==> config.mk <==
export PLATFORM = sky130hd
export DESIGN_NAME = cyclic_divider
export DESIGN_NICKNAME = d
export VERILOG_FILES = /design/src/rtl/cyclic_divider_pkg.sv /design/src/rtl/cyclic_div_control.sv /design/src/rtl/prop_adder.sv /design/src/rtl/cyclic_divider.sv
export SDC_FILE = /design/constraint.sdc
export NUM_CORES = 1
export LEC_CHECK = 0
export ABC_AREA = 1
export CORE_MARGIN = 3
export CORE_UTILIZATION = 49
export CTS_CLUSTER_SIZE = 40
export DETAILED_ROUTE_END_ITERATION = 8
export GPL_ROUTABILITY_DRIVEN = 0
export PLACE_DENSITY = 0.87
export SKIP_CTS_REPAIR_TIMING = 1
export SLEW_MARGIN = 20
export SYNTH_ARGS = -nofsm -noshare
export SYNTH_HDL_FRONTEND = slang
export SYNTH_SLANG_ARGS = --single-unit
==> constraint.sdc <==
create_clock -name clk -period 1.75 [get_ports clk]
set_clock_uncertainty 0.2 [all_clocks]
set_input_delay 0.175 -clock clk [delete_from_list [all_inputs] [get_ports clk]]
set_output_delay 0.175 -clock clk [all_outputs]
set_load 0.01 [all_outputs]
==> src/rtl/cyclic_divider_pkg.sv <==
// Shared types and helpers for the cyclic restoring divider.
package cyclic_divider_pkg;

    typedef enum logic {IDLE, CALC} state_t;

    // Width of the step counter for a W-bit division.
    function automatic int CNT_W(input int w);
        return $clog2(w) + 1;
    endfunction

endpackage

==> src/rtl/cyclic_div_control.sv <==
// FSM and step counter for the cyclic divider; load restarts from any state.
module cyclic_div_control
    import cyclic_divider_pkg::*;
#(
    parameter int W = 4
) (
    input  logic clk,
    input  logic rst_n,
    input  logic load,
    output logic valid,
    output logic calc,
    output logic last_step
);

    localparam int CW = CNT_W(W);
    localparam logic [CW-1:0] LAST = CW'(W - 1);

    state_t        state;
    logic [CW-1:0] cnt;

    always_ff @(posedge clk) begin
        if (!rst_n) begin
            state <= IDLE;
            cnt   <= '0;
            valid <= 1'b1;
            calc  <= 1'b0;
        end else if (load) begin
            state <= CALC;
            cnt   <= '0;
            valid <= 1'b0;
            calc  <= 1'b1;
        end else if (state == CALC) begin
            cnt <= cnt + CW'(1);
            if (cnt == LAST) begin
                state <= IDLE;
                valid <= 1'b1;
                calc  <= 1'b0;
            end
        end
    end

    assign last_step = calc && (cnt == LAST);

endmodule

==> src/rtl/prop_adder.sv <==
// Generic W-bit adder with carry-in and carry-out.
module prop_adder #(
    parameter int W = 4
) (
    input  logic [W-1:0] a,
    input  logic [W-1:0] b,
    input  logic         cin,
    output logic [W-1:0] sum,
    output logic         cout
);

    assign {cout, sum} = {1'b0, a} + {1'b0, b} + {{W{1'b0}}, cin};

endmodule

==> src/rtl/cyclic_divider.sv <==
// Sequential restoring divider: W-bit quotient and remainder in W cycles.
module cyclic_divider
    import cyclic_divider_pkg::*;
#(
    parameter int W = 4
) (
    input  logic         clk,
    input  logic         rst_n,
    input  logic         load,
    input  logic [W-1:0] dividend,
    input  logic [W-1:0] divisor,
    output logic [W-1:0] quotient,
    output logic [W-1:0] remainder,
    output logic         valid,
    output logic         div_by_zero
);

    logic [W-1:0] r_reg;
    logic [W-1:0] q_reg;
    logic [W-1:0] d_reg;
    logic         dbz_reg;
    logic         calc;
    logic         last_step;
    logic [W:0]   trial;
    logic         no_borrow;
    logic         unused_trial_msb;
    logic         unused_last_step;

    cyclic_div_control #(.W(W)) u_control (
        .clk       (clk),
        .rst_n     (rst_n),
        .load      (load),
        .valid     (valid),
        .calc      (calc),
        .last_step (last_step)
    );

    // Trial subtraction {R, Q msb} - D as an add of ~D with carry-in; carry-out means no borrow.
    prop_adder #(.W(W + 1)) u_adder (
        .a    ({r_reg, q_reg[W-1]}),
        .b    (~{1'b0, d_reg}),
        .cin  (1'b1),
        .sum  (trial),
        .cout (no_borrow)
    );

    assign unused_trial_msb = trial[W];
    assign unused_last_step = last_step;

    always_ff @(posedge clk) begin
        if (!rst_n) begin
            r_reg   <= '0;
            q_reg   <= '0;
            d_reg   <= '0;
            dbz_reg <= 1'b0;
        end else if (load) begin
            r_reg   <= '0;
            q_reg   <= dividend;
            d_reg   <= divisor;
            dbz_reg <= (divisor == '0);
        end else if (calc) begin
            if (no_borrow) begin
                r_reg <= trial[W-1:0];
                q_reg <= {q_reg[W-2:0], 1'b1};
            end else begin
                r_reg <= {r_reg[W-2:0], q_reg[W-1]};
                q_reg <= {q_reg[W-2:0], 1'b0};
            end
        end
    end

    assign quotient    = q_reg;
    assign remainder   = r_reg;
    assign div_by_zero = dbz_reg;

endmodule

Yosys cells after proc, flatten, opt, wreduce, memory -nomap -nowiden
Cells that the tools add are included.
{ "totals": {"ff_bits": 19, "latchBits": 0, "ramBits": 0, "romBits": 0, "in_bits": 11, "output_inout_bits": 10, "wordCells": 33, "memories": 0} }
{ "classes": {"n_addsub": 3, "mul": 0, "div": 0, "n_lt_le_gt_ge": 0, "eq_ne": 1, "shifts": 0, "n_mux": 13, "n_bitwise": 2, "reduce_logical": 6} }
{ "ops": {"columns": ["op", "n"], "rows": [
  ["$mux W4", 3],
  ["$mux W1", 10],
  ["$add A5 B5 Y6", 1],
  ["$add A6 B1 Y6 const B", 1],
  ["$reduce_bool A2 Y1", 3],
  ["$not A4 Y5", 1],
  ["$logic_not A4 Y1", 1],
  ["$add A3 B1 Y3 const B", 1],
  ["$eq A3 B2 Y1 const B", 1],
  ["$reduce_and A2 Y1", 1],
  ["$reduce_or A2 Y1", 1],
  ["$not A1 Y1", 1]
]} }

Longest topological paths before layout
{ "logic_depth": {"word_depth": 6, "mapped_depth": 10, "depth_no_buf": 10} }

Modules after synthesis
A second synthesis with hierarchy kept.
{ "hier_totals": {"cells_unflattened": 171, "area_unflattened_um2": 1114.8} }
{ "modules_own_cells": {"columns": ["module", "instances", "cells_per_inst", "area_each_um2", "seq_area_each_um2"], "rows": [
  ["cyclic_divider", 1, 95, 593.1, 260.2],
  ["cyclic_div_control", 1, 36, 286.5, 120.1],
  ["prop_adder", 1, 40, 235.2, 0.0]
]} }

Worst setup path after synthesis
Ideal clock, no wire load.
{ "synth_path": {"path_type": "reg2reg", "startpoint": "register q_reg[3], in the netlist quotient[3]", "endpoint": "register r_reg[1], in the netlist remainder[1]", "t_arrival_ns": 1.367, "slack_ns": 0.074, "path_stages_with_launch": 9, "n_path_buf": 0, "period_less_slack_ns": 1.676, "cell_sequence": "dfxtp_1 > inv_1 > ha_1 > inv_1 > fa_1 > nand2_1 > nand3_1 > nand2_1 > inv_1"} }
{ "synth_between": {"elab_chain_len": 3} }
{ "synth_lines": {"columns": ["item", "line_no", "text"], "rows": [
  ["from (decl)", "cyclic_divider.sv:19", "logic [W-1:0] q_reg;"],
  ["from (signal assigned)", "cyclic_divider.sv:58", "q_reg <= dividend;"],
  ["from (signal assigned)", "cyclic_divider.sv:64", "q_reg <= {q_reg[W-2:0], 1'b1};"],
  ["from (signal assigned)", "cyclic_divider.sv:67", "q_reg <= {q_reg[W-2:0], 1'b0};"],
  ["$add A5 B5 Y6", "prop_adder.sv:12", "assign {cout, sum} = {1'b0, a} + {1'b0, b} + {{W{1'b0}}, cin};"],
  ["$add A6 B1 Y6", "prop_adder.sv:12", null],
  ["$mux W4", "cyclic_divider.sv:62", "if (no_borrow) begin"],
  ["to (signal assigned)", "cyclic_divider.sv:63", "r_reg <= trial[W-1:0];"],
  ["to (signal assigned)", "cyclic_divider.sv:66", "r_reg <= {r_reg[W-2:0], q_reg[W-1]};"],
  ["to (decl)", "cyclic_divider.sv:18", "logic [W-1:0] r_reg;"]
]} }
Every way passes these cells.
A chain may end at the register's enable or synchronous reset.

Worst setup path in the final report
Ends and elaborated chain as after synthesis.

==> run summary <==
Run status: finished clean
Startpoint Class: register
R2R Path Start: quotient[3]
RSZ-0062 raised after global routing: false
Worst Path Buf+Inv: 3
Slew @ Worst Pin: 226 ps
Synth warnings: 0
Starting Density: 55.6%
Clk pin slew, worst setup/hold paths: 100 ps
Io pins: 21
Total grt overflow: 0
CTS tree: yes
Proportion of layout cells with a drive suffix above 1: 15.9%
CP required: 1750 ps
First-iteration detailed-routing DRC count: 21
Num CTS Buffers: 3
Seq cells post-synth: 19
WS Path Type: reg -> reg
WL/cell: 11.4 um
Synth top area cells: dfxtp_1 (37%), inv_1 (8.0%), nand2_1 (7.6%)
Fillers: 149
H-tree depth: 1
Max Cap Viol: 0
CP Depth: 8
Vias in the first global route: 872
Final Setup Violations: 0
Post-synth cell types: 28
Ant diodes: 0
Critical Path Max Stage Delay: 440 ps
Fin nets: 176
Register area share after synthesis: 36.8%
Worst Setup End Kind: register
Post-Route WL: 2.07 mm
Max VDD drop: 0.547 mV
Worst setup path end: remainder[1]
Synth top cells by count: inv_1 (22), nand2_1 (21), dfxtp_1 (19)
Final period utilization: 95.5%
Power per cell area: 708 nW/um^2
Slowest CP cell: fa_2
Synthesized instance count: 132
Antenna-violating nets left: 0
Final count of hold timing violations: 0
Syn Std Cell Area: 1030 um^2
Post-synthesis async set-or-reset flop share: 0%
Hold Path Class: in -> reg
CP max FO: 3
CORE AREA: 1860 um^2
Sum Neg Setup Slack: 0 ps
CP delay by family, top: adder cells
DRC violations left: 0
Final hold slack: 271 ps
Fin. max-slew vios: 0
Number of flops mapped to enable cells by yosys: 0
Crit path DAT: 1670 ps
Top-count cell post-synth: inv_1
Worst Setup SP: quotient[3]
CP cell instances: inv_1 -> ha_1 -> inv_1 -> fa_2 -> nand2_1 -> nand3_1 -> nand2_1 -> inv_1
Final WS setup: 79.1 ps
R2R depth: 8
Fmax: 598 MHz
Pre-CTS setup slack: 102 ps
Die height: 51.9 um
Largest net degree at the start of global routing: 12
DR vias: 927
Global-route usage over all layers: 17.3%
Tmin final: 1670 ps
Most used DFF post-synth: dfxtp_1
Post-Syn Area per Cell: 7.82 um^2
Post-DP HPWL: 1.69 mm
Synth Net Count: 150
Die Width: 51.9 um
Clock root cell: clkbuf_4
Largest area contributor in the netlist: dfxtp_1
R2r endpoint: remainder[1]
Row cnt: 15
Initial antenna violation count: 0
Hold depth: 3
Vias per inst: 5.09
Most used cell, CP: inv_1
Clk sinks: 19
Die footprint: 2690 um^2
Bufs on Longest Clock Path: 2
1st-pass router iterations: 4
IO buf count: 20
Lkg Pwr: 0.599 nW
Worst skew pair latency: 290 ps
Synth top area share: 36.8%
Reg-to-reg slack, setup: 80 ps
Slew headroom: 84.9%
Area Growth Syn to Fin: 26.7%
First-pass GRT wire length: 3.53 mm
tightest hold or removal path: cells and delay by family:
kind	cells	cell delay (ps)
compound gates	1	70
buf+inv	2	480
area by class of cell:
| type | instances | area, um^2 | area share (%) |
|---|---|---|---|
| flip-flops and latches | 19 | 383 | 29.3 |
| clock buffers | 3 | 22.5 | 1.72 |
| inverters | 26 | 97.6 | 7.46 |
| repair buffers | 24 | 230 | 17.6 |
| well taps | 25 | 31.3 | 2.39 |
| clock inverters | 1 | 5.00 | 0.383 |
| multi-input cells | 84 | 538 | 41.1 |
worst min-delay path by stage:
stage                      from               end  slack (ps)
5_1_grt              divisor[2]          d_reg[2]         260
3_5_place_dp   u_control.cnt[1]  u_control.cnt[1]         260
2_1_floorplan             rst_n   u_control.valid          50
3_3_place_gp   u_control.cnt[1]  u_control.cnt[1]         250
6_report             divisor[2]          d_reg[2]         270
4_1_cts              divisor[2]          d_reg[2]         260
cells by family (layout without fill, tap and decap cells):
kind of cell	Yosys count	count (layout)	synth area share [%]
adder cells (fa/ha/maj)	7	7	9.21
AND/OR/NAND/NOR	53	53	28.1
XOR/XNOR	2	2	1.70
flip-flops	19	19	36.8
buffers and inverters	29	54	11.3
AO/OA/AOI/OAI	22	22	12.8
cells in the final DEF (no fill, tap or decap), drive strengths merged, types with 2 or more instances in the layout:
| cell | n |
|---|---|
| ha | 6 |
| nand4 | 3 |
| nand2 | 22 |
| o21ai | 7 |
| nand3 | 11 |
| buf | 4 |
| a21oi | 8 |
| a22oi | 2 |
| inv | 26 |
| clkbuf | 3 |
| clkdlybuf4s50 | 20 |
| dfxtp | 19 |
| nor2 | 17 |
power breakdown:
part / leakage, nW / internal (mW) / total, mW / switching, mW
registers: 0.157 / 0.457 / 0.478 / 0.0209
logic: 0.424 / 0.108 / 0.231 / 0.123
clock network: 0.0177 / 0.0851 / 0.217 / 0.132
stage by stage:
step / utilization (%) / power, mW / std cells / cell area, um^2
global route: 70.4 / 0.987 / 182 / 1310
detailed placement: 68.6 / 0.718 / 178 / 1270
finish: 70.4 / 0.926 / 182 / 1310
CTS: 70.1 / 0.934 / 182 / 1300
floorplan: - / 0.631 / 132 / 1030
global placement: 68.6 / 0.707 / 178 / 1270
layer usage:
layer	track usage (%)	up-vias	routed length (um)
met5	0	-	0
met3	4.30	4	113
met2	30.1	26	1010
met4	7.42	0	26
met1	19.8	420	924
li1	-	477	-
(Power assumes the default switching activity.)
